### src/rtl/debounce_pkg.sv
`default_nettype none
// ============================================================================
// Package     : debounce_pkg
// Description : Shared constants for the din_debounce block: filter FSM state
//               encoding and the default synchronizer depth / qualify length.
// Revision    : 1.0 - initial release
// ============================================================================
package debounce_pkg;

    localparam int ST_W = 2;

    localparam logic [ST_W-1:0] ST_LOW  = 2'b00;
    localparam logic [ST_W-1:0] ST_RISE = 2'b01;
    localparam logic [ST_W-1:0] ST_HIGH = 2'b10;
    localparam logic [ST_W-1:0] ST_FALL = 2'b11;

    localparam int DEF_SYNC_STAGES   = 2;
    localparam int DEF_STABLE_CYCLES = 4;

endpackage : debounce_pkg
`default_nettype wire

### src/rtl/sync_chain.sv
`default_nettype none
// ============================================================================
// Module      : sync_chain
// Description : STAGES-deep flop chain that brings an asynchronous level into
//               the clk domain. All stages clear to 0 on reset.
// Ports       : clk  - rising-edge clock
//               res  - synchronous active-high reset
//               d    - asynchronous input
//               q    - synchronized output (last stage)
// Revision    : 1.0 - initial release
// ============================================================================
module sync_chain #(
    parameter int STAGES = 2
) (
    input  logic clk,
    input  logic res,
    input  logic d,
    output logic q
);

    logic [STAGES-1:0] r_chain;

    always_ff @(posedge clk) begin
        if (res) begin
            r_chain <= '0;
        end else begin
            r_chain <= {r_chain[STAGES-2:0], d};
        end
    end

    assign q = r_chain[STAGES-1];

endmodule : sync_chain
`default_nettype wire

### src/rtl/din_debounce.sv
`default_nettype none
// ============================================================================
// Module      : din_debounce
// Description : Debounces a raw asynchronous input into a clean level with
//               one-cycle rise/fall pulses. Synchronizer -> stability counter
//               -> 4-state filter FSM (LOW / RISE / HIGH / FALL).
// Ports       : clk  - rising-edge clock
//               res  - synchronous active-high reset
//               din  - raw asynchronous input
//               tick - sample-enable strobe for the stability counter
//               q    - debounced level (registered)
//               rise - one-cycle pulse as q goes 0->1
//               fall - one-cycle pulse as q goes 1->0
//               busy - a candidate transition is being qualified
// Revision    : 1.0 - initial release
// ============================================================================
module din_debounce
    import debounce_pkg::*;
#(
    parameter int SYNC_STAGES   = DEF_SYNC_STAGES,
    parameter int STABLE_CYCLES = DEF_STABLE_CYCLES,
    parameter int CNT_W         = 16
) (
    input  logic clk,
    input  logic res,
    input  logic din,
    input  logic tick,
    output logic q,
    output logic rise,
    output logic fall,
    output logic busy
);

    localparam logic [CNT_W-1:0] c_CNT_LAST = CNT_W'(STABLE_CYCLES - 1);
    localparam logic [CNT_W-1:0] c_CNT_ONE  = CNT_W'(1);

    logic             w_s;
    logic [ST_W-1:0]  r_state;
    logic [ST_W-1:0]  w_state_nxt;
    logic [CNT_W-1:0] r_cnt;
    logic [CNT_W-1:0] w_cnt_nxt;
    logic             r_q;
    logic             w_q_nxt;
    logic             r_rise;
    logic             w_rise_nxt;
    logic             r_fall;
    logic             w_fall_nxt;

    sync_chain #(
        .STAGES (SYNC_STAGES)
    ) u_sync (
        .clk (clk),
        .res (res),
        .d   (din),
        .q   (w_s)
    );

    // ------------------------------------------------------------------
    // State register (also holds counter, level and pulse registers)
    // ------------------------------------------------------------------
    always_ff @(posedge clk) begin
        if (res) begin
            r_state <= ST_LOW;
            r_cnt   <= '0;
            r_q     <= 1'b0;
            r_rise  <= 1'b0;
            r_fall  <= 1'b0;
        end else begin
            r_state <= w_state_nxt;
            r_cnt   <= w_cnt_nxt;
            r_q     <= w_q_nxt;
            r_rise  <= w_rise_nxt;
            r_fall  <= w_fall_nxt;
        end
    end

    // ------------------------------------------------------------------
    // Next-state logic
    // The first differing sample always opens a candidate (cnt=1) whatever
    // tick is; only the follow-up samples are gated by tick. A sample that
    // reverts the input cancels the candidate on any cycle.
    // ------------------------------------------------------------------
    always_comb begin
        w_state_nxt = r_state;
        w_cnt_nxt   = r_cnt;
        w_q_nxt     = r_q;
        w_rise_nxt  = 1'b0;
        w_fall_nxt  = 1'b0;
        case (r_state)
            ST_LOW: begin
                w_q_nxt   = 1'b0;
                w_cnt_nxt = '0;
                if (w_s) begin
                    w_state_nxt = ST_RISE;
                    w_cnt_nxt   = c_CNT_ONE;
                end
            end
            ST_RISE: begin
                if (!w_s) begin
                    w_state_nxt = ST_LOW;
                    w_cnt_nxt   = '0;
                end else if (tick && (r_cnt == c_CNT_LAST)) begin
                    w_state_nxt = ST_HIGH;
                    w_cnt_nxt   = '0;
                    w_q_nxt     = 1'b1;
                    w_rise_nxt  = 1'b1;
                end else if (tick) begin
                    w_cnt_nxt = r_cnt + c_CNT_ONE;
                end
            end
            ST_HIGH: begin
                w_q_nxt   = 1'b1;
                w_cnt_nxt = '0;
                if (!w_s) begin
                    w_state_nxt = ST_FALL;
                    w_cnt_nxt   = c_CNT_ONE;
                end
            end
            ST_FALL: begin
                if (w_s) begin
                    w_state_nxt = ST_HIGH;
                    w_cnt_nxt   = '0;
                end else if (tick && (r_cnt == c_CNT_LAST)) begin
                    w_state_nxt = ST_LOW;
                    w_cnt_nxt   = '0;
                    w_q_nxt     = 1'b0;
                    w_fall_nxt  = 1'b1;
                end else if (tick) begin
                    w_cnt_nxt = r_cnt + c_CNT_ONE;
                end
            end
            default: begin
                w_state_nxt = ST_LOW;
                w_cnt_nxt   = '0;
                w_q_nxt     = 1'b0;
            end
        endcase
    end

    // ------------------------------------------------------------------
    // Output decode
    // ------------------------------------------------------------------
    always_comb begin
        busy = (r_state == ST_RISE) || (r_state == ST_FALL);
        q    = r_q;
        rise = r_rise;
        fall = r_fall;
    end

endmodule : din_debounce
`default_nettype wire

### config.mk
export PLATFORM = sky130hd
export DESIGN_NAME = din_debounce
export DESIGN_NICKNAME = d
export VERILOG_FILES = /design/src/rtl/debounce_pkg.sv /design/src/rtl/sync_chain.sv /design/src/rtl/din_debounce.sv
export SDC_FILE = /design/constraint.sdc
export NUM_CORES = 1
export LEC_CHECK = 0
export ABC_AREA = 1
export ABC_CLOCK_PERIOD_IN_PS = 1780
export BUFFER_PORTS_ARGS = -buffer_cell sky130_fd_sc_hd__buf_2
export CAP_MARGIN = 10
export CORE_MARGIN = 3
export CORE_UTILIZATION = 36
export DETAILED_ROUTE_END_ITERATION = 6
export PLACE_DENSITY = 0.58
export SLEW_MARGIN = 30
export SYNTH_ARGS = -nofsm -noshare
export SYNTH_HDL_FRONTEND = slang
export SYNTH_SLANG_ARGS = --single-unit
### constraint.sdc
create_clock -name clk -period 1.78 [get_ports clk]
set_input_delay 0.089 -clock clk [delete_from_list [all_inputs] [get_ports clk]]
set_output_delay 0.089 -clock clk [all_outputs]
set_load 0.01 [all_outputs]
==> parameters.txt, run 1 <==
Parameter                              Value

Floorplan
  Initial Util ... 38.46%
  Die area ... roughly 0.0044 mm²
  Core outline area ... about 0.0034 mm²
  FP Rows ... 21
  Overall die height ... between 60 and 70 µm
  I/O pins ... 8
  DIE WIDTH ... between 60 and 70 µm

Clock tree
  Register clock-pin slew on the reported worst setup and hold paths ... around 0.13 ns
  CTS Buffer Depth ... 2
  H-Tree Level Count ... 1
  Sink Count ... 23
  TritonCTS Buffers ... 3
  Clock latency of the later-clocked register in the worst-skew pair ... between 0.3 and 0.4 ns
  Clock tree from TritonCTS ... done
  Root buf cell ... clkbuf_4

Run status
  Run status ... complete, no violations

Power and ir drop
  Total Power Consumption ... approximately 1000 µW
  VDD IR-drop max ... roughly 0.53 mV
  Static leakage ... roughly 0.00056 µW
  PD cells ... between 700 and 800 mW/mm²

Logic synthesis
  Arithmetic-cell share of the synthesized area counting full adders, half adders and majority gates ... roughly 4.8%
  Synth Instances ... around 180
  Post-synthesis sequential area ratio ... 35.05%
  Combined area of all synthesized cells ... 0.001314 mm²
  Compound-Gate Fraction of Synth Area ... 4.000%
  Area fraction in and, or, nand and nor cells after synthesis ... approximately two fifths
  Synth warnings ... 0
  Unique masters post-synth ... 24
  Synth Register Bits ... 23
  Async set-reset flop share out of synthesis ... 0%
  Synthesized netlist net count ... 185
  EDFF count, synth ... 0
  Mux share of post-synthesis cell area ... 0%
  Avg Synthesized Cell Area ... about 7.5 µm²
  Predominant post-synthesis flop cell ... dfxtp_1
  Largest family of logic cells by synthesized area ... simple AND/OR/NAND/NOR gates
  Xor and xnor fraction of the mapped netlist area ... 8.000%

Placed design
  Worst-case setup slack after placement ... between 0.2 and 0.3 ns
  HPWL Detailed ... 1727 µm
  Number of buffer cells added on primary ports ... 7
  Routability Congestion ... 0.8456
  Number of placed instances, taps included ... approximately 230

Detailed routing
  Detailed-routing iteration count for the pre-antenna-repair pass ... 4
  Wirelength, routed ... 2247 µm
  DRT antenna net count ... 0
  Vias post-DR ... around 1,000
  Violation count after the first detailed-routing iteration ... 28
  DR DRC count ... 0
  Via-to-Cell Ratio ... 4.494
  Average wire per standard cell ... 9.644 µm

Layout
  Filler cells ... 360
  Non-Filler Instances ... 233
  Net count reported at finish ... roughly 200
  Commonest non-fill, non-tap cell in the layout ... nand2_1
  Layout overhead on the synthesized area ... 8.857%
  Most frequent cells in the layout ... nand2_1 (37), nor2_1 (35), dfxtp_1 (23)
  Share of layout cells above drive strength 1 ... around 19%
  Total inserted antenna cells ... 0

Global route
  Overflow left after global routing ... 0
  Via count of the first global-routing pass ... 1,019
  Antenna violations before repair ... 0
  Total GRT Usage ... between 10 and 15%
  Pin count of the biggest net entering global routing ... 16
  Global-route wire length before repair ... ~4300 µm

Setup path
  Data required time at the worst endpoint ... around 1.7 ns
  Ordered cell list for the critical path ... inv_1, ha_1, or2_2, buf_2
  Crit path depth ... 4
  Slowest cell on crit path ... dfxtp_1
  Highest cell delay on the worst timing path ... between 0.3 and 0.4 ns
  Endpoint type of the worst setup path ... output pin
  Type of the worst setup path ... reg2out
  Startpoint type of the worst setup path ... flop
  CP Data Arrival Time ... 1.43 ns
  WP buf/inv ... 2
  Worst Path Max Fanout ... 3
  Family with the most delay on the worst path ... flip-flops
  Number of cells on the worst reg-to-reg path ... 10

STA
  Relative slew margins ... a little under three quarters
  Final-report max-slew violation count ... 0
  RSZ-0062 raised after global routing ... false
  Ratio of final minimum period to clock period ... 85.11%
  Total setup violations reported at the end of the flow ... 0
  Number of hold violations in the final report ... 0
  Final worst clock skew ... 0.002931 ns
  Final Critical Period ... approximately 1.5 ns
  Transition time at the pin with the least slew margin ... between 0.4 and 0.5 ns
  Maximum frequency from static timing analysis ... about 660 MHz
  Setup ws final ... about 0.26 ns
  Setup total negative slack ... 0 ns

Flow run
  Number of max-cap violations ... 0

Hold path
  Hold path depth ... 3
  HP Class ... in2reg
-- metrics by stage --
| step | cell area, µm² | hold slack [ns] | utilization, % |
|---|---|---|---|
| after global placement | 1384 | 0.2741 | 40.51 |
| after global routing | 1430 | 0.1445 | 41.87 |
| after CTS | 1430 | 0.1182 | 41.87 |
| final | 1430 | 0.1313 | 41.87 |
| after floorplan | 1314 | 0.1602 | - |
| after detailed placement | 1384 | 0.2811 | 40.51 |
-- area by class of cell --
| type | count | area [µm²] | share of cell area (%) |
|---|---|---|---|
| multi-input combinational | 131 | 753.2 | 52.67 |
| sequential | 23 | 460.4 | 32.20 |
| inverter | 20 | 77.57 | 5.424 |
| tap | 46 | 57.56 | 4.025 |
| timing repair buffer | 9 | 55.05 | 3.850 |
| clock buffer | 4 | 26.28 | 1.837 |
-- cell families after synthesis --
family | Yosys count
and+or+nand+nor | 104
DFF | 23
buffers and inverters | 22
xor gates and xnor gates | 12
AOI/OAI and AO/OA | 10
adders and majority gates | 5
-- cells in the mapped netlist (2+ instances only) --
library cell,instances,share of area [%]
inv_1,16,4.6
nand3_1,5,1.9
xnor2_1,4,2.7
nand2_2,4,1.9
dfxtp_1,23,35
buf_6,2,1.7
ha_1,5,4.8
o21ai_0,3,1.1
nor2_4,6,5.1
nand3_2,4,3.0
nor2_1,35,10
a21oi_1,5,1.9
nand2_1,37,11
inv_2,3,0.86
nand4_1,5,2.4
nor2_2,4,1.9
xor2_1,8,5.3
-- flip-flops by register name, summed over array words and instances (netlist names), named ones only --
| name | count |
|---|---|
| u_sync.r_chain | 2 |
| fall | 1 |
| r_state | 1 |
| rise | 1 |
| q | 1 |
| r_cnt | 16 |
-- report_power, final --
group | switching [µW] | internal [µW]
Clock | 159 | 87.6
Combinational | 123 | 81.5
Sequential | 24.7 | 542
Total | 306 | 711
-- layer usage --
metal,global-route usage [%],vias to the layer above,routed length [µm]
li1,-,569,-
met1,15.93,465,1116
met2,19.45,9,1053
met3,2.041,4,41
met4,5.838,0,36
met5,0,-,0
-- final timing paths --
path	start	to	slack [ns]
setup / recovery	flop	busy	0.26
hold / removal	tick	r_cnt[1]$_SDFF_PP0_	0.13
setup reg to reg	r_cnt[0]$_SDFF_PP0_	r_cnt[14]$_SDFF_PP0_	0.29
hold reg to reg	u_sync.r_chain[0]$_SDFF_PP0_	u_sync.r_chain[1]$_SDFF_PP0_	0.42
-- worst reg2reg max path: stages, from the launching register on --
cell     delay (ns)
dfxtp_1        0.41
ha_1           0.25
inv_1          0.06
nor2_1         0.08
nand2_1        0.10
nor2_4         0.11
nand2_4        0.08
nand4_4        0.17
inv_1          0.07
nand2_1        0.06
nor2_1         0.03
-- repair_timing --
item	4_1_cts	5_1_grt
resized for setup	0	0
setup buffers	0	0
endpoints found under the setup margin	0	0
hold endpoints to repair	2	0
hold buffers	2	0
Note: power is estimated with default switching activity, not from simulation.
==> run 2: changes to the inputs <==
CORE_UTILIZATION = 47   (was 36)
PLACE_DENSITY = 0.7   (was 0.58)
SYNTH_HIERARCHICAL = 1   (was unset)
==> parameters.txt, run 2 <==
Parameter                              Value

Global route
  Global routing usage on met1 ... 18.52% (+2.6 points)
  Total GRT Usage ... 15.86% (+3.6 points)
  Global-route wire length before repair ... 4140 µm (-2.6%)
  Antenna violations before repair ... 0 (unchanged)
  Most used routing layer ... met2
  Via count of the first global-routing pass ... 1,011 (-0.79%)
  Met2 capacity usage during global routing ... 29.69% (+10 points)
  M3 GR Usage ... 4.072% (+2.0 points)
  Overflow left after global routing ... 0 (unchanged)
  Pin count of the biggest net entering global routing ... 13 (-3)

Layout
  Share of layout cells above drive strength 1 ... 9.326% (-9.9 points)
  Registers with the highest flip-flop counts ... r_cnt (16), u_sync/r_chain (2)
  Commonest non-fill, non-tap cell in the layout ... nand2_1
  Number of flip-flops in the largest register ... 16 (unchanged)
  Non-Filler Instances ... 221 (-5.2%)
  Total inserted antenna cells ... 0 (unchanged)
  Most frequent cells in the layout ... nand2_1 (41), nor2_1 (38), inv_1 (28)
  Area of all placed cells without fillers ... 0.001335 mm² (-6.6%)
  Layout overhead on the synthesized area ... 9.324%
  Largest register by flop count ... r_cnt
  Net count reported at finish ... 203 (+3.0%)

STA
  Transition time at the pin with the least slew margin ... 0.3159 ns (-0.1019 ns)
  RSZ-0062 raised after global routing ... false
  Total setup violations reported at the end of the flow ... 0 (unchanged)
  Final-report max-slew violation count ... 0 (unchanged)
  Final worst clock skew ... 0.002996 ns (+0.00006540 ns)
  Maximum frequency from static timing analysis ... 642.4 MHz (-2.7%)
  Relative slew margins ... 78.94% (+7.1 points)
  Number of hold violations in the final report ... 0 (unchanged)
  Setup total negative slack ... 0 ns (unchanged)
  Ratio of final minimum period to clock period ... 87.45% (+2.3 points)
  Final Critical Period ... 1.557 ns (+0.04165 ns)

Hold path
  HP Class ... in2reg

Detailed routing
  DR DRC count ... 0 (unchanged)
  Via-to-Cell Ratio ... 4.860 (+8.1%)
  Detailed-routing iteration count for the pre-antenna-repair pass ... 5 (+1)
  Vias post-DR ... 1,074 (+2.6%)
  DRT antenna net count ... 0 (unchanged)
  Wirelength, routed ... 2308 µm (+2.7%)
  Violation count after the first detailed-routing iteration ... 27 (-3.6%)
  Average wire per standard cell ... 10.44 µm (+8.3%)

Setup path
  Worst path most repeated cell ... inv_1
  Highest cell delay on the worst timing path ... 0.44 ns (+0.06 ns)
  Slowest cell on crit path ... dfxtp_1
  CP Data Arrival Time ... 1.81 ns (+0.38 ns)
  Worst Path Max Fanout ... 6 (+3)
  WP buf/inv ... 3 (+1)
  Data required time at the worst endpoint ... 2.04 ns (+0.35 ns)
  Endpoint type of the worst setup path ... flop
  Family with the most delay on the worst path ... flip-flops
  Type of the worst setup path ... reg2reg
  Ordered cell list for the critical path ... inv_1, ha_1, inv_1, nor2_1, a21oi_1, nand3_1, nand2_1, inv_1, nor2_1
  Startpoint type of the worst setup path ... flop

Logic synthesis
  Synth warnings ... 6 (+6)
  Async set-reset flop share out of synthesis ... 0% (unchanged)
  Combined area of all synthesized cells ... 0.001221 mm² (-7.0%)
  Synth top cells by count ... nand2_1 (41), nor2_1 (38), inv_1 (28), dfxtp_1 (23)
  Biggest area contributors in the synthesized netlist ... dfxtp_1 (38%), nand2_1 (13%), nor2_1 (12%)
  Synth Instances ... 181 (+2.8%)
  Synthesized netlist net count ... 190 (+2.7%)
  Predominant post-synthesis flop cell ... dfxtp_1
  Library cell occupying the most area in the post-synthesis netlist ... dfxtp_1
  Unique masters post-synth ... 20 (-17%)
  EDFF count, synth ... 0 (unchanged)
  Post-synthesis sequential area ratio ... 37.70% (+2.7 points)
  Most instantiated library cell after synthesis ... nand2_1
  Synth Register Bits ... 23 (unchanged)
  Area fraction of the dominant cell type after synthesis ... 37.70% (+2.7 points)
  Avg Synthesized Cell Area ... 6.747 µm² (-9.6%)

Flow run
  Number of max-cap violations ... 0 (unchanged)

Placed design
  Cell area after placement ... 0.001289 mm² (-6.9%)
  Number of placed instances, taps included ... 215 (-5.3%)
  Routability Congestion ... 0.8343 (-1.3%)
  HPWL Detailed ... 1802 µm (+4.4%)
  Number of buffer cells added on primary ports ... 7 (unchanged)

Clock tree
  CTS Buffer Depth ... 2 (unchanged)
  H-Tree Level Count ... 1 (unchanged)
  Register clock-pin slew on the reported worst setup and hold paths ... 0.12 ns (about the same)
  TritonCTS Buffers ... 3 (unchanged)
  Post-CTS Setup Repair Bufs ... 0 (unchanged)
  Clock tree from TritonCTS ... done
  Clock latency of the later-clocked register in the worst-skew pair ... 0.31 ns (about the same)
  Sink Count ... 23 (unchanged)
  Root buf cell ... clkbuf_4

Floorplan
  DIE WIDTH ... 56.97 µm (-14%)
  Die area ... 0.003246 mm² (-26%)
  Initial Util ... 52.19% (+14 points)
  Overall die height ... 56.97 µm (-14%)
  Core outline area ... 0.002340 mm² (-32%)
  FP Rows ... 17 (-19%)
  I/O pins ... 8 (unchanged)

Power and ir drop
  VDD IR-drop max ... 0.8234 mV (+56%)
  Static leakage ... 0.0005966 µW (+7.4%)
  PD cells ... 841.5 mW/mm² (+18%)

Run status
  Run status ... complete, no violations
## run 2: changes by cell type after synthesis, sizes merged, moves of 2 or more
cell	before	now
inv	20	28
xnor2	4	1
nor2	45	40
a21oi	5	8
o21ai	4	6
nand4	6	4
nor3	1	5
xor2	8	6
## run 2: worst reg2reg max path, delay by kind of cell (launching register included)
| family | cells | cell delay [ns] |
|---|---|---|
| adder cells (fa/ha/maj) | 1 | 0.23 |
| AND/OR/NAND/NOR | 4 | 0.33 |
| flip-flops | 1 | 0.44 |
| buffers and inverters | 3 | 0.24 |
| AO/OA/AOI/OAI | 1 | 0.28 |
## run 2: metal layers
metal / part of all wire [%] / vias to the layer above
met3: 2.7 / 2
met2: 49 / 10
met1: 47 / 480
li1: - / 582
met4: 0.78 / 0
met5: 0 / -
## run 2: cell families after synthesis
family          share of synthesized area, %
compound gates                         6.045
xor+xnor                               5.021
fa+ha+maj                              5.123
buf+inv                                9.426
flops                                  37.70
simple gates                           36.68
## run 2: layout make-up
type / count / area [µm²]
Multi-Input combinational cell: 128 / 645.6
Inverter: 28 / 105.1
Fill cell: 239 / 1005
Clock buffer: 4 / 26.28
Tap cell: 28 / 35.03
Sequential cell: 23 / 460.4
Timing Repair Buffer: 10 / 62.56
## run 2: repair_timing
item                      4_1_cts  5_1_grt
resized for setup               0        0
hold buffers                    2        0
hold endpoints to repair        3        0
## run 2: worst paths after layout
check                                                   from                      endpoint  slack (ns)  cells past startpoint
worst max-delay path                 r_state[0]$_SDFFE_PP0P_                          flop        0.22                      9
worst max register to register       r_state[0]$_SDFFE_PP0P_                          flop        0.22                      9
worst min-delay path                                    tick           r_cnt[1]$_SDFF_PP0_        0.06                      3
worst min register to register  u_sync/r_chain[0]$_SDFF_PP0_  u_sync/r_chain[1]$_SDFF_PP0_        0.42                      2
## run 2: where the power goes
group / internal (µW) / total [µW] / leakage [µW] / switching [µW]
logic: 114 / 299 / 0.000395 / 185
registers: 549 / 584 / 0.000186 / 34.7
clock network: 87.5 / 241 / 0.0000150 / 153
## run 2: through the flow
step	utilization (%)	power (µW)	hold WS (ns)	setup slack [ns]
2_1_floorplan	-	814.6	0.1581	0.4670
3_3_place_gp	55.08	875.6	0.2901	0.3036
3_5_place_dp	55.08	890.9	0.2983	0.2864
4_1_cts	57.06	1134	0.05806	0.2546
5_1_grt	57.06	1219	0.06956	0.02147
6_report	57.06	1123	0.05669	0.2233
==> run 3: changes to the inputs <==
ABC_CLOCK_PERIOD_IN_PS = 1300   (was 1780)
PLACE_DENSITY = 0.73   (was 0.7)
clock period = 1.3 ns   (was 1.78 ns; I/O delays follow)
==> parameters.txt, run 3 (synthesis results as in run 2) <==
Parameter                              Value

Setup path
  Setup slack of the most critical reg-to-reg path ... -0.13 ns (-0.35 ns)
  Family with the most delay on the worst path ... simple AND/OR/NAND/NOR gates
  Reg2Reg Capture Point ... r_cnt[13]$_SDFF_PP0_
  Data required time at the worst endpoint ... 1.55 ns (-0.49 ns)
  Reg-to-Reg Start ... r_cnt[1]$_SDFF_PP0_
  Ordered cell list for the critical path ... ha_4, nand2_2, inv_2, nand2_2, nor2_4, nand2_4, nand4_1, buf_6, nor2_2, nand2_1, inv_1
  Worst setup path startpoint ... r_cnt[1]$_SDFF_PP0_
  Worst setup path endpoint ... r_cnt[13]$_SDFF_PP0_
  Type of the worst setup path ... reg2reg
  Number of cells on the worst reg-to-reg path ... 11 (+2)
  Highest cell delay on the worst timing path ... 0.39 ns (-0.05 ns)
  WP buf/inv ... 3 (unchanged)
  Worst path most repeated cell ... nand2_2
  Slowest cell on crit path ... dfxtp_2
  Worst Path Max Fanout ... 4 (-2)
  Startpoint type of the worst setup path ... flop
  Crit path depth ... 11 (+2)
  Endpoint type of the worst setup path ... flop
  CP Data Arrival Time ... 1.68 ns (-0.13 ns)

Power and ir drop
  Reg power frac ... 44.9% (-7.1 points)
  Static leakage ... 0.0007423 µW (+24%)
  Gate power share ... 36.1% (+9.5 points)
  Switching power as a share of total power ... 36.22% (+3.0 points)
  Power dissipated by switching net loads ... 672.9 µW (+80%)
  Internal portion of total power ... 1185 µW (+58%)
  PD cells ... 1080 mW/mm² (+28%)
  VDD IR-drop max ... 1.071 mV (+30%)
  Fraction of power consumed by the clock network ... 18.9% (-2.5 points)

Floorplan
  Die area ... 0.003246 mm² (unchanged)
  Core outline area ... 0.002340 mm² (unchanged)
  DIE WIDTH ... 56.97 µm (unchanged)
  I/O pins ... 8 (unchanged)
  Initial Util ... 52.19% (unchanged)
  Overall die height ... 56.97 µm (unchanged)
  FP Rows ... 17 (unchanged)

Clock tree
  Clock latency of the later-clocked register in the worst-skew pair ... 0.33 ns (+0.02 ns)
  Root buf cell ... clkbuf_4
  TritonCTS Buffers ... 3 (unchanged)
  Clock tree from TritonCTS ... done
  H-Tree Level Count ... 1 (unchanged)
  Sink Count ... 23 (unchanged)
  CTS Buffer Depth ... 2 (unchanged)
  Register clock-pin slew on the reported worst setup and hold paths ... 0.13 ns (about the same)

STA
  Number of hold violations in the final report ... 0 (unchanged)
  Maximum frequency from static timing analysis ... 699.9 MHz (+9.0%)
  Ratio of final minimum period to clock period ... 109.9% (+22 points)
  Final-report max-slew violation count ... 0 (unchanged)
  Setup ws final ... -0.1287 ns (-0.3520 ns)
  Transition time at the pin with the least slew margin ... 0.3050 ns (-0.01094 ns)
  Final worst clock skew ... 0.002460 ns (-0.0005364 ns)
  Final Critical Period ... 1.429 ns (-0.1280 ns)
  Setup total negative slack ... -1.600 ns (-1.600 ns)
  Total setup violations reported at the end of the flow ... 19 (+19)
  RSZ-0062 raised after global routing ... true
  Relative slew margins ... 79.59% (+0.65 points)

Detailed routing
  Vias post-DR ... 1,244 (+16%)
  DR DRC count ... 0 (unchanged)
  Violation count after the first detailed-routing iteration ... 31 (+15%)
  Average wire per standard cell ... 12.20 µm (+17%)
  Wirelength, routed ... 3013 µm (+31%)
  DRT antenna net count ... 0 (unchanged)
  Via-to-Cell Ratio ... 5.036 (+3.6%)
  Detailed-routing iteration count for the pre-antenna-repair pass ... 4 (-1)

Hold path
  Hold path start ... tick
  HP Class ... in2reg

Global route
  Pin count of the biggest net entering global routing ... 14 (+1)
  Antenna violations before repair ... 0 (unchanged)
  Total GRT Usage ... 17.70% (+1.8 points)
  Via count of the first global-routing pass ... 1,183 (+17%)
  Overflow left after global routing ... 0 (unchanged)
  Global-route wire length before repair ... 4636 µm (+12%)

Placed design
  Routability Congestion ... 0.9031 (+8.2%)
  Worst-case setup slack after placement ... -0.1278 ns (-0.4142 ns)
  Number of placed instances, taps included ... 236 (+9.8%)
  HPWL Detailed ... 1961 µm (+8.8%)
  Number of buffer cells added on primary ports ... 7 (unchanged)

Layout
  Most frequent cells in the layout ... nand2_1 (37), nor2_1 (32), inv_1 (23)
  Number of flip-flops in the largest register ... 16 (unchanged)
  Total inserted antenna cells ... 0 (unchanged)
  Net count reported at finish ... 229 (+13%)
  Non-Filler Instances ... 247 (+12%)
  Commonest non-fill, non-tap cell in the layout ... nand2_1
  Largest register by flop count ... r_cnt
  Share of layout cells above drive strength 1 ... 35.16% (+26 points)
  Utilization of the core after routing ... 73.53% (+16 points)
  Layout overhead on the synthesized area ... 40.88%
  Registers with the highest flip-flop counts ... r_cnt (16), u_sync/r_chain (2)

Flow run
  Number of max-cap violations ... 0 (unchanged)

Run status
  Run status ... finished, violations left
  Violated checks ... negative setup slack
run 3: cell count changes in the layout (fill, tap and decap cells not counted), moves of 5 or more:
cell and change:
buf_4 +20, buf_6 +7, inv_1 -5, nand3_1 -5
nor2_1 -6
run 3: stage by stage:
step / power (µW) / hold slack, ns / cell area [µm²]
after detailed placement: 1305 / 0.2783 / 1450
after global routing: 1972 / 0.04300 / 1720
after global placement: 1275 / 0.2684 / 1450
final: 1858 / 0.03945 / 1720
after floorplan: 1125 / 0.1341 / 1225
after CTS: 1661 / 0.02474 / 1562
run 3: power by group through the flow:
stage               logic (µW)  clock network [µW]  registers [µW]
floorplan                  316                   0             808
global placement           474                   0             801
detailed placement         499                   0             806
CTS                        522                 340             799
global route               755                 377             841
finish                     671                 352             835
run 3: how the worst min path moves through the flow:
stage	cells past startpoint	end	slack [ns]
5_1_grt	3	r_cnt[1]$_SDFF_PP0_	0.04
3_5_place_dp	2	u_sync/r_chain[0]$_SDFF_PP0_	0.28
6_report	3	r_cnt[1]$_SDFF_PP0_	0.04
4_1_cts	3	r_cnt[1]$_SDFF_PP0_	0.02
2_1_floorplan	1	r_state[0]$_SDFFE_PP0P_	0.13
3_3_place_gp	3	u_sync/r_chain[0]$_SDFF_PP0_	0.27
run 3: repair_timing:
item,in CTS,in global routing
setup buffers,4,2
setup endpoints to repair,19,20
endpoints found under the hold margin,3,0
hold buffers,2,0
pin swaps,2,12
gates resized for setup,14,39
run 3: routing by layer:
layer / GRT usage, % / routed length, µm / up-vias
li1: - / - / 638
met1: 19.56 / 1214 / 567
met2: 34.09 / 1645 / 30
met3: 2.036 / 81 / 9
met4: 6.623 / 71 / 0
met5: 0 / 0 / -
run 3: area by class of cell:
type | instances | area [µm²]
multi-input combinational | 128 | 793.3
clock inverter | 1 | 5.005
inverter | 28 | 107.6
tap | 28 | 35.03
sequential | 23 | 470.5
fill | 183 | 619.3
clock buffer | 3 | 22.52
timing repair buffer | 36 | 286.5
run 3: worst register-to-register path, delay by kind of cell (launching register included):
| family | cells | cell delay [ns] |
|---|---|---|
| simple gates | 7 | 0.58 |
| flops | 1 | 0.39 |
| buf+inv | 3 | 0.23 |
| fa+ha+maj | 1 | 0.15 |
